--- config.mk ---
export PLATFORM = sky130hd
export DESIGN_NAME = dual_issue_hazard_ctrl
export DESIGN_NICKNAME = d
export VERILOG_FILES = /design/src/rtl/dual_issue_hazard_ctrl.sv
export SDC_FILE = /design/constraint.sdc
export NUM_CORES = 1
export LEC_CHECK = 0
export ABC_AREA = 1
export ABC_CLOCK_PERIOD_IN_PS = 2400
export BUFFER_PORTS_ARGS = -buffer_cell sky130_fd_sc_hd__buf_2
export CAP_MARGIN = 20
export CORE_UTILIZATION = 53
export CTS_CLUSTER_SIZE = 20
export DETAILED_ROUTE_END_ITERATION = 10
export MAX_ROUTING_LAYER = met4
export PLACE_DENSITY_LB_ADDON = 0.05
export SETUP_SLACK_MARGIN = 0.4
export SLEW_MARGIN = 5
export SYNTH_ARGS = -nofsm -noshare
export SYNTH_HDL_FRONTEND = slang
export SYNTH_SLANG_ARGS = --single-unit
--- constraint.sdc ---
create_clock -name clk -period 2.4 [get_ports clk]
set_clock_uncertainty 0.15 [all_clocks]
set_input_delay 0.36 -clock clk [delete_from_list [all_inputs] [get_ports clk]]
set_output_delay 0.36 -clock clk [all_outputs]
set_load 0.05 [all_outputs]
--- src/rtl/dual_issue_hazard_ctrl.sv ---
// Stall/flush controller for the dual-issue pipeline: load-use, data-memory wait FSM with timeout, branch flush.
// Stall/flush outputs are combinational from state and inputs; FSM, error flag and stall counter update on clk.
module dual_issue_hazard_ctrl #(
  parameter int TIMEOUT = 64,
  parameter int CNT_W   = 16
) (
  input  logic             clk,
  input  logic             rst,
  input  logic [4:0]       rsd,
  input  logic [4:0]       rtd,
  input  logic [4:0]       rsd2,
  input  logic [4:0]       rtd2,
  input  logic [4:0]       writerege,
  input  logic [4:0]       writerege2,
  input  logic             memtorege,
  input  logic             memtorege2,
  input  logic             memreqm,
  input  logic             dmem_ready,
  input  logic             branchtakend,
  output logic             stallf,
  output logic             stalld,
  output logic             stalle,
  output logic             stallm,
  output logic             stallw,
  output logic             stallw2,
  output logic             flushd,
  output logic             flushe,
  output logic             mem_err,
  output logic [CNT_W-1:0] stall_cycles
);

  typedef enum logic [1:0] {IDLE, MEM_WAIT, ERR} state_t;

  localparam int WC = $clog2(TIMEOUT + 1);

  state_t        state;
  logic [WC-1:0] wait_cnt;
  logic          lu;
  logic          ms;

  // r0 is hardwired zero, so it can never carry a load-use dependency
  function automatic logic src_hit(input logic [4:0] r);
    return (r != 5'd0) &&
           ((memtorege  && (r == writerege)) ||
            (memtorege2 && (r == writerege2)));
  endfunction

  always_comb begin
    lu = src_hit(rsd) | src_hit(rtd) | src_hit(rsd2) | src_hit(rtd2);
    ms = ((state == IDLE) && memreqm && !dmem_ready) ||
         ((state == MEM_WAIT) && !dmem_ready) ||
         (state == ERR);
  end

  always_comb begin
    stallf  = 1'b0;
    stalld  = 1'b0;
    stalle  = 1'b0;
    stallm  = 1'b0;
    stallw  = 1'b0;
    stallw2 = 1'b0;
    flushd  = 1'b0;
    flushe  = 1'b0;
    // Reset gating keeps outputs quiet even while inputs still request a wait
    if (!rst) begin
      if (ms) begin
        stallf  = 1'b1;
        stalld  = 1'b1;
        stalle  = 1'b1;
        stallm  = 1'b1;
        stallw  = 1'b1;
        stallw2 = 1'b1;
      end else if (lu) begin
        stallf = 1'b1;
        stalld = 1'b1;
        flushe = 1'b1;
      end else if (branchtakend) begin
        flushd = 1'b1;
      end
    end
  end

  always_ff @(posedge clk or posedge rst) begin
    if (rst) begin
      state    <= IDLE;
      wait_cnt <= '0;
      mem_err  <= 1'b0;
    end else begin
      case (state)
        IDLE: begin
          if (memreqm && !dmem_ready) begin
            state    <= MEM_WAIT;
            wait_cnt <= WC'(1);
          end
        end
        MEM_WAIT: begin
          if (dmem_ready) begin
            state    <= IDLE;
            wait_cnt <= '0;
          end else if (wait_cnt == WC'(TIMEOUT - 1)) begin
            state   <= ERR;
            mem_err <= 1'b1;
          end else begin
            wait_cnt <= wait_cnt + 1'b1;
          end
        end
        ERR: begin
          mem_err <= 1'b1;
        end
        default: begin
          state <= IDLE;
        end
      endcase
    end
  end

  always_ff @(posedge clk or posedge rst) begin
    if (rst) begin
      stall_cycles <= '0;
    end else if (stallf && (stall_cycles != {CNT_W{1'b1}})) begin
      stall_cycles <= stall_cycles + 1'b1;
    end
  end

endmodule
==> metrics.md, run 1 <==
| Metric | Value |
|---|---|
| Status | complete, no violations |
| DR DRC count | 0 |
| Worst path cell trace | buf_12, inv_12, nand2_1, nand2_2, nor2_1, nand3_1, nand2_1, nand2_1, nand2_2, nor2_4, nand2_4, nor3b_4, buf_6 |
| VDD IR max | 0.5233 mV |
| Startpoint Class | primary input |
| Arrival time worst endpoint | 1610 ps |
| DP Wirelength | 4691 um |
| Cell Int Power | 0.9267 mW |
| # clock sinks | 26 |
| Die height | 68.48 um |
| Number of global-route vias before repair | 2242 |
| Initial Utilization | 56.92% |
| Slew Viols, Final | 0 |
| Routed WL per cell | 13.29 um |
| Part of the power in combinational logic | 40.7% |
| Io pins | 62 |
| Final WL | 7082 um |
| Dpl cell area | 2750 um2 |
| Seq pwr share | 34.6% |
| Synth Warn # | 0 |
| Final Hold Viols | 0 |
| Bufs on Longest Clock Path | 2 |
| Adder-Cell Fraction of Synth Area | 1.068% |
| WHS | 206.6 ps |
| P&R area growth vs syn | 46.42% |
| Core Box Area | 4115 um2 |
| XOR/XNOR Fraction of Synth Area | 1.870% |
| Slew HR | 75.78% |
| Synth Area in Compound Gates | 3.739% |
| Mux contribution to synthesized area | 0% |
| Iteration count of the initial detailed-routing pass | 5 |
| Synthesized instance count | 410 |
| Worst slew pin tran | 360.1 ps |
| Initial antenna violation count | 0 |
| Clock root buffer master | clkbuf_8 |
| H-tree Lvls | 1 |
| Vias | 2901 |
| Routed Antenna Nets | 0 |
| Sw power | 0.6093 mW |
| Clock network power share | 24.7% |
| Input/output buffers | 61 |
| Hold/Removal Path Class | primary input to register |
| Setup repair after global routing missed its margin | yes |
| GRT Total Usage | 28.27% |
| Setup violators final | 0 |
| Largest net degree at the start of global routing | 33 |
| Worst path bufs/invs | 3 |
| Largest family of logic cells by synthesized area | simple AND/OR/NAND/NOR gates |
| Final global-route overflow total | 0 |
| Max_cap viols | 0 |
| Rows | 23 |
| Clk slew on worst S/H paths | 90 ps |
| Clk Latency, worst-skew pair | 280 ps |
| TNS Setup | 0 ps |
| Pwr dens | 447.9 nW/um2 |
| First-iteration detailed-routing DRC count | 241 |
| Vias per cell | 5.443 |
| Minimum clock period | 2123 ps |
| Fin area | 3430 um2 |
| Fraction of the mapped netlist area in simple logic gates | 53.58% |
| Total CTS buffers | 3 |
| Post-Synthesis Cell Area | 2342 um2 |
| Global placement routability congestion | 0.9744 |
| Crit path largest cell delay | 200 ps |
| Top delay family on crit path | simple AND/OR/NAND/NOR gates |
| Fin crit share | 88.45% |
| First-pass GRT wire length | 9749 um |
| WP data required | 1890 ps |
| Diodes inserted | 0 |
| Critical Path Fanout Max | 3 |
| Seq cells post-synth | 26 |
| Slowest CP cell | nor3b_4 |
| CTS tree | yes |
| LEAKAGE | 1.832 nW |
| Fmax | 0.4711 GHz |
| Post-synthesis sequential area ratio | 27.78% |
| Crit path kind | primary input to output pin |
| Synth cell types | 30 |
| Nets | 523 |
| Syn Area/Cell | 5.713 um2 |
| Crit-path most repeated cell | nand2_1 |
| Util after Layout | 83.34% |
| Layout cells sized above 1 | 34.99% |
| Switching part of the total | 39.67% |
| Syn nets | 449 |
| Die area | 4690 um2 |
| DIE WIDTH | 68.48 um |
| Endpoint class of the critical path | output pin |
| Tot Pwr | 1.536 mW |
## layout by cell type (no fill, tap or decap), drive strengths merged, types with 2 or more instances in the layout
cell type and instances:
a21oi 5, buf 77, nand3 33, clkbuf 3, inv 54, nor3 9, o21ai 8, xor2 4
nand4 22, nor2 60, ha 2, dfrtp 26, clkinv 3, nand2 166
## final timing paths
check	start	slack, ps	endpoint	cells past startpoint
worst min-delay path	dmem_ready	210	wait_cnt[0]	3
worst min register to register	wait_cnt[6]	340	wait_cnt[6]	1
worst max-delay path	rtd2[3]	280	flushd	13
max in group asynchronous	rst	1080	stall_cycles[4]	4
min in group asynchronous	rst	540	stall_cycles[2]	3
worst max register to register	stall_cycles[1]	500	stall_cycles[4]	10
## power groups by stage
| stage | combinational (mW) | sequential (mW) | clock, mW |
|---|---|---|---|
| after floorplan | 0.224 | 0.654 | 0 |
| after global routing | 0.673 | 0.539 | 0.396 |
| final | 0.625 | 0.532 | 0.379 |
| after CTS | 0.525 | 0.524 | 0.378 |
| after detailed placement | 0.489 | 0.532 | 0 |
| after global placement | 0.485 | 0.532 | 0 |
## per-stage QoR
step,setup WS (ps),std cells
after detailed placement,129.9,516
after global placement,148.4,516
after CTS,300.5,525
after floorplan,221.9,410
after global routing,187.6,533
final,277.2,533
## sequential cells by signal (all words and copies together) (netlist names)
register,count
mem_err,1
stall_cycles,16
state,2
wait_cnt,7
## cell families after synthesis
kind of cell,after synthesis
AO/OA/AOI/OAI,16
buffers and inverters,67
XOR/XNOR,5
adder cells (fa/ha/maj),2
AND/OR/NAND/NOR,294
flip-flops,26
## repair_timing
action | 4_1_cts | 5_1_grt
hold endpoints to repair | 3 | 0
pin swaps | 24 | 40
gates resized for setup | 61 | 101
hold buffers | 1 | 0
buffers inserted | 4 | 8
endpoints found under the setup margin | 18 | 28
## cell usage after synthesis, drive strengths merged
cell type | count | share of area (%)
nor4 | 1 | 0.27
xor2 | 4 | 1.5
nor2 | 60 | 10
nor3 | 9 | 1.9
o21bai | 1 | 0.32
and3 | 1 | 0.27
o21a | 1 | 0.32
o21ai | 8 | 1.7
dfrtp | 26 | 28
inv | 57 | 9.1
clkinv | 1 | 0.16
or2 | 1 | 0.27
nand3 | 33 | 7.3
a21oi | 5 | 1.1
buf | 8 | 2.5
nor3b | 1 | 0.53
clkbuf | 1 | 0.16
a211oi | 1 | 0.32
xnor2 | 1 | 0.37
nand2 | 166 | 27
nand4 | 22 | 5.9
ha | 2 | 1.1
## worst min-delay path, stage by stage
cell and delay, ps:
buf_2 90, o21a_1 100, a21oi_1 60
## layer usage
metal,up-vias,wire (um),global-route usage [%]
li1,1436,-,-
met1,1303,3084,36.78
met2,145,3412,47.06
met3,17,453,3.500
met4,0,132,5.208
met5,-,0,-
## layout make-up
type | count | area (um2)
Fill cell | 288 | 685.7
Timing Repair Buffer | 78 | 713.2
Tap cell | 50 | 62.56
Multi-Input combinational cell | 317 | 1613
Sequential cell | 26 | 653.1
Inverter | 58 | 316.6
Clock inverter | 1 | 30.03
Clock buffer | 3 | 41.29
No activity file was read; power rests on OpenSTA's default activity.
==> run 2: changes to the inputs <==
--- a/config.mk
+++ b/config.mk
@@ -6,7 +6,7 @@
 export NUM_CORES = 1
 export LEC_CHECK = 0
 export ABC_AREA = 1
-export ABC_CLOCK_PERIOD_IN_PS = 2400
+export ABC_CLOCK_PERIOD_IN_PS = 2300
 export BUFFER_PORTS_ARGS = -buffer_cell sky130_fd_sc_hd__buf_2
 export CAP_MARGIN = 20
 export CORE_UTILIZATION = 53
==> constraint.sdc (replaced) <==
create_clock -name clk -period 2.3 [get_ports clk]
set_clock_uncertainty 0.15 [all_clocks]
set_input_delay 0.345 -clock clk [delete_from_list [all_inputs] [get_ports clk]]
set_output_delay 0.345 -clock clk [all_outputs]
set_load 0.05 [all_outputs]
==> run 2 against run 1 <==
  * Worst setup slack lost 190 ps
  * Non-clock buffer count increased by 11
  * Flip-flop and latch count did not move
  * Hold slack worse by 120 ps
  * Global-route usage grew 4.1 points
  * Critical endpoint is now stalld
==> metrics.md, run 2 (synthesis gave the netlist of run 1 again) <==
| Metric | Value |
|---|---|
| Status | complete, no violations |
| Die height | 68.48 um |
| Core Box Area | 4115 um2 |
| Global placement routability congestion | 1.072 |
| Fin crit share | 96.13% |
| Number of global-route vias before repair | 2411 |
| Slew Viols, Final | 0 |
| Seq pwr share | 34.7% |
| Switching part of the total | 40.40% |
| Crit path kind | primary input to output pin |
| Dpl cell area | 2786 um2 |
| VDD IR max | 0.4786 mV |
| Cell Int Power | 0.9759 mW |
| Origin of the critical flop-to-flop path | wait_cnt[0] |
| H-tree Lvls | 1 |
| First-iteration detailed-routing DRC count | 380 |
| Initial Utilization | 56.92% |
| Clock network power share | 23.6% |
| Routed WL per cell | 16.41 um |
| Largest net degree at the start of global routing | 39 |
| GRT Total Usage | 32.37% |
| Setup repair after global routing missed its margin | yes |
| Max reg flops | 16 |
| Hold/Removal Path Class | primary input to async pin |
| Top flop regs | stall_cycles: 16 flops, wait_cnt: 7 flops, state: 2 flops |
| Final global-route overflow total | 0 |
| Clk Latency, worst-skew pair | 280 ps |
| Worst slew pin tran | 402.4 ps |
| TNS Setup | 0 ps |
| Fin area | 3600 um2 |
| DP Wirelength | 4805 um |
| # clock sinks | 26 |
| Crit path capture | stalld |
| Final Hold Viols | 0 |
| Io pins | 62 |
| Routed Antenna Nets | 0 |
| Bufs on Longest Clock Path | 2 |
| Critical Path Fanout Max | 4 |
| First-pass GRT wire length | 10960 um |
| Worst Setup SP | rsd[2] |
| Filler cells | 222 |
| P&R area growth vs syn | 53.69% |
| Worst-case reg-to-reg path depth | 10 |
| Most used cells in the layout excluding fill and tap cells | 139 x nand2_1, 37 x nor2_1, 29 x buf_4, 27 x inv_1, 26 x nand3_1 |
| Arrival time worst endpoint | 1720 ps |
| Critical R2R Capture | wait_cnt[5] |
| Die area | 4690 um2 |
| CTS tree | yes |
| Most common cell after layout, fill and taps aside | nand2_1 |
| Final WL | 8927 um |
| Part of the power in combinational logic | 41.8% |
| Max_cap viols | 0 |
| Slew HR | 72.92% |
| Rows | 23 |
| Diodes inserted | 0 |
| Clk slew on worst S/H paths | 100 ps |
| Minimum clock period | 2211 ps |
| Endpoint class of the critical path | output pin |
| Vias | 3208 |
| WP data required | 1800 ps |
| DIE WIDTH | 68.48 um |
| Pwr dens | 454.9 nW/um2 |
| Biggest register | stall_cycles |
| DR DRC count | 0 |
| Startpoint Class | primary input |
| Iteration count of the initial detailed-routing pass | 9 |
| Setup violators final | 0 |
| Initial antenna violation count | 0 |
| Layout cells sized above 1 | 39.68% |
| Vias per cell | 5.897 |
| Nets | 534 |
| Total CTS buffers | 3 |
| Fmax | 0.4523 GHz |
| Sw power | 0.6616 mW |
| LEAKAGE | 1.901 nW |
| Reg2reg setup slack | 390 ps |
| Input/output buffers | 61 |
| Clock root buffer master | clkbuf_8 |
| Hold Buf Count CTS | 0 |
run 2: cell count changes in the layout (fill, tap and decap cells not counted), moves of 3 or more:
cell | before | now
inv_2 | 14 | 9
nor3_1 | 8 | 4
nand2_1 | 133 | 139
buf_4 | 21 | 29
nor3_2 | 1 | 5
dfrtp_2 | 2 | 5
inv_4 | 5 | 12
clkinv_8 | 3 | 0
nor2_1 | 47 | 37
nor2_2 | 9 | 18
nand2_2 | 30 | 24
dfrtp_1 | 24 | 21
buf_8 | 5 | 9
run 2: critical path, cell delays in order:
cell and delay [ps]:
buf_6 90, inv_2 50, nand2_1 60, nand2_1 60
nor2_1 190, nand3_2 120, nand2_1 90, nand2_1 60
nand2_2 90, nor2_4 50, buf_4 140, a21oi_4 170
buf_6 180
run 2: layout make-up:
class                   instances  area [um2]  area share, %
multi-input cells             317        1660          46.12
repair buffers                 89       838.3          23.29
flip-flops and latches         26       656.9          18.25
inverters                      58       310.3          8.620
well taps                      50       62.56          1.738
clock buffers                   3       41.29          1.147
clock inverters                 1       30.03         0.8342
run 2: what timing repair did:
item / 4_1_cts / 5_1_grt
endpoints found under the setup margin: 23 / 29
buffers inserted: 8 / 16
gates resized for setup: 72 / 109
pin swaps: 27 / 36
run 2: how the worst min path moves through the flow:
stage | depth (start not counted) | end
2_1_floorplan | 1 | wait_cnt[6]
6_report | 3 | stall_cycles[13]
3_5_place_dp | 1 | wait_cnt[6]
3_3_place_gp | 1 | mem_err
4_1_cts | 3 | stall_cycles[14]
5_1_grt | 3 | stall_cycles[13]
run 2: stage by stage:
| step | util, % | total power [mW] | std cells | hold slack (ps) | setup slack, ps |
|---|---|---|---|---|---|
| 3_3_place_gp | 67.71 | 1.091 | 516 | 299.9 | 50.47 |
| 2_1_floorplan | - | 0.9465 | 410 | 283.4 | 152.0 |
| 6_report | 87.47 | 1.637 | 544 | 83.34 | 89.08 |
| 4_1_cts | 76.22 | 1.536 | 528 | 80.09 | 223.4 |
| 3_5_place_dp | 67.71 | 1.100 | 516 | 310.6 | 42.38 |
| 5_1_grt | 87.47 | 1.702 | 544 | 118.9 | 42.12 |
run 2: routing by layer:
| metal | vias up | GRT usage, % | part of all wire (%) |
|---|---|---|---|
| met3 | 73 | 6.667 | 11 |
| li1 | 1460 | - | - |
| met2 | 253 | 51.10 | 47 |
| met4 | 0 | 9.896 | 6.4 |
| met1 | 1422 | 41.33 | 36 |
| met5 | - | - | 0 |
run 2: power by group through the flow:
stage | logic [mW] | clock network, mW | registers, mW
floorplan | 0.250 | 0 | 0.697
global route | 0.726 | 0.403 | 0.573
detailed placement | 0.530 | 0 | 0.570
finish | 0.684 | 0.386 | 0.568
CTS | 0.580 | 0.393 | 0.564
global placement | 0.521 | 0 | 0.570
==> run 3: changes to the inputs <==
==> constraint.sdc (replaced) <==
create_clock -name clk -period 2.3 [get_ports clk]
set_clock_uncertainty 0.15 [all_clocks]
set_input_delay 0.46 -clock clk [delete_from_list [all_inputs] [get_ports clk]]
set_output_delay 0.46 -clock clk [all_outputs]
set_load 0.05 [all_outputs]
==> run 3 against run 2 <==
  * The flow now finishes with violations (DRC, setup timing)
  * Maximum frequency fell by 14%
  * First-iteration DRC count rose by 73%
  * Non-clock buffer count rose by 1
  * Via count rose by 2.1%
  * Combinational power rose by 3.2%
  * Cell count rose by 0.18%
  * Cell area rose by 0.17%
  * Hold slack got worse by 35 ps
  * Sequential power fell by 1%
  * Critical endpoint is now flushe
  * Highest routed layer unchanged
==> metrics.md, run 3 (synthesis gave the netlist of run 1 again) <==
| Metric | Value |
|---|---|
| Routed Antenna Nets | 0 |
| Failing checks | DRC, setup timing |
| Input/output buffers | 61 |
| Slew HR | 78.27% |
| Largest net degree at the start of global routing | 26 |
| Setup violators final | 4 |
| Non-Filler Instances | 545 |
| Clock root buffer master | clkbuf_8 |
| Final WL | 9407 um |
| Status | complete, but fails checks |
| Rows | 23 |
| Crit path kind | primary input to output pin |
| Top delay family on crit path | simple AND/OR/NAND/NOR gates |
| DIE WIDTH | 68.48 um |
| Fmax | 0.3870 GHz |
| Nets | 535 |
| Worst path bufs/invs | 4 |
| CTS tree | yes |
| Clk Latency, worst-skew pair | 280 ps |
| Worst path cell trace | buf_4, inv_4, nand2_1, nand2_1, nor2_1, nand3_1, nand2_1, nand2_1, nand2_2, nor2_4, buf_4, nor3_2, buf_6 |
| Most common cell after layout, fill and taps aside | nand2_1 |
| Startpoint Class | primary input |
| Arrival time worst endpoint | 1970 ps |
| Max_cap viols | 0 |
| Worst slew pin tran | 323.5 ps |
| Diodes inserted | 0 |
| Top Layer Used | met4 |
| Die height | 68.48 um |
| Vias per cell | 6.009 |
| First-iteration detailed-routing DRC count | 658 |
| Iteration count of the initial detailed-routing pass | 11 |
| Die area | 4690 um2 |
| Filler cells | 213 |
| # clock sinks | 26 |
| Slowest CP cell | nor2_1 |
| WP depth | 13 |
| Met2 wire len | 4445 um |
| Worst-case reg-to-reg path depth | 11 |
| Initial Utilization | 56.92% |
| Bufs on Longest Clock Path | 2 |
| GRT Total Usage | 30.81% |
| Io pins | 62 |
| Minimum clock period | 2584 ps |
| Crit path largest cell delay | 220 ps |
| DR DRC count | 1 |
| P&R area growth vs syn | 53.95% |
| First-pass GRT wire length | 10390 um |
| Global placement routability congestion | 0.9035 |
| Dpl cells | 525 |
| Hold/Removal Path Class | primary input to async pin |
| VDD IR max | 0.6136 mV |
| Fin crit share | 112.4% |
| Max reg flops | 16 |
| Number of global-route vias before repair | 2411 |
| Final global-route overflow total | 0 |
| Most used cells in the layout excluding fill and tap cells | 128 x nand2_1, 47 x nor2_1, 31 x nand2_2, 30 x buf_4, 28 x nand3_1 |
| Met3 wire len | 953 um |
| Endpoint class of the critical path | output pin |
| Initial antenna violation count | 0 |
| Vias | 3275 |
| Critical Path Fanout Max | 3 |
| WP data required | 1690 ps |
| TNS Setup | -1023 ps |
| Slew Viols, Final | 0 |
| Pwr dens | 433.8 nW/um2 |
| Final WS setup | -284.3 ps |
| Top flop regs | stall_cycles: 16 flops, wait_cnt: 7 flops, state: 2 flops |
| Metal-1 WL | 3401 um |
| Total CTS buffers | 3 |
| Final Hold Viols | 0 |
| Biggest register | stall_cycles |
| Layout cells sized above 1 | 40.40% |
| LEAKAGE | 1.914 nW |
| Tot Pwr | 1.564 mW |
| Core Box Area | 4115 um2 |
| Clk slew on worst S/H paths | 80 ps |
| Crit-path most repeated cell | nand2_1 |
| Setup repair after global routing missed its margin | yes |
| DP Wirelength | 4847 um |
| Routed WL per cell | 17.26 um |
| H-tree Lvls | 1 |
## run 3: changes by cell type in the layout (fill, tap and decap cells not counted), sizes merged
cell,before,now
buf,89,90
clkbuf,3,4
bufinv,1,0
## run 3: layer usage
layer,vias to the layer above,GRT usage (%)
li1,1462,-
met1,1465,37.86
met2,267,51.47
met3,81,4.500
met4,0,10.16
met5,-,-
## run 3: power breakdown
group / internal (mW) / switching, mW
clock network: 0.153 / 0.145
registers: 0.501 / 0.0587
logic: 0.253 / 0.453
## run 3: timing repair
item                                   CTS  global route
hold buffers                             0             0
resized for setup                       76           102
setup endpoints to repair               17            29
pin swaps                               20            40
setup buffers                            3            13
cloned                                   0             0
endpoints found under the hold margin    0             0
## run 3: worst reg2reg max path, stage by stage (launching register included)
cell     delay (ps)
dfrtp_2         410
ha_4            150
nand2_4          70
nor2_4          140
nand3_2         110
nor2_2          120
nand4_1         130
buf_4           180
and3_1          170
nand3_1         100
nand2_1          70
nand2_1          80
## run 3: worst paths after layout
| check | start | end | slack (ps) |
|---|---|---|---|
| max in group asynchronous | rst | stall_cycles[4] | 1400 |
| setup / recovery | rsd2[0] | flushe | -280 |
| min in group clk | wait_cnt[6] | wait_cnt[6] | 310 |
| hold / removal | rst | stall_cycles[2] | 50 |
| setup reg to reg | stall_cycles[1] | stall_cycles[10] | 360 |
| hold reg to reg | wait_cnt[6] | wait_cnt[6] | 310 |
## run 3: area by class of cell
cell class / count / area [um2] / area share, %
multi-input cells: 317 / 1678 / 46.53
repair buffers: 90 / 830.8 / 23.04
flip-flops and latches: 26 / 656.9 / 18.22
inverters: 58 / 322.8 / 8.952
well taps: 50 / 62.56 / 1.735
clock buffers: 4 / 55.05 / 1.527
## run 3: per-stage QoR
step                utilization, %  hold slack (ps)  area (um2)  setup WS, ps
floorplan                        -            283.4        2496        -78.07
global placement             70.02            284.2        2882        -103.5
detailed placement           70.02            297.3        2882        -137.7
CTS                          77.44            17.81        3187         58.87
global route                 87.63            36.98        3606        -593.3
finish                       87.63            48.15        3606        -284.3
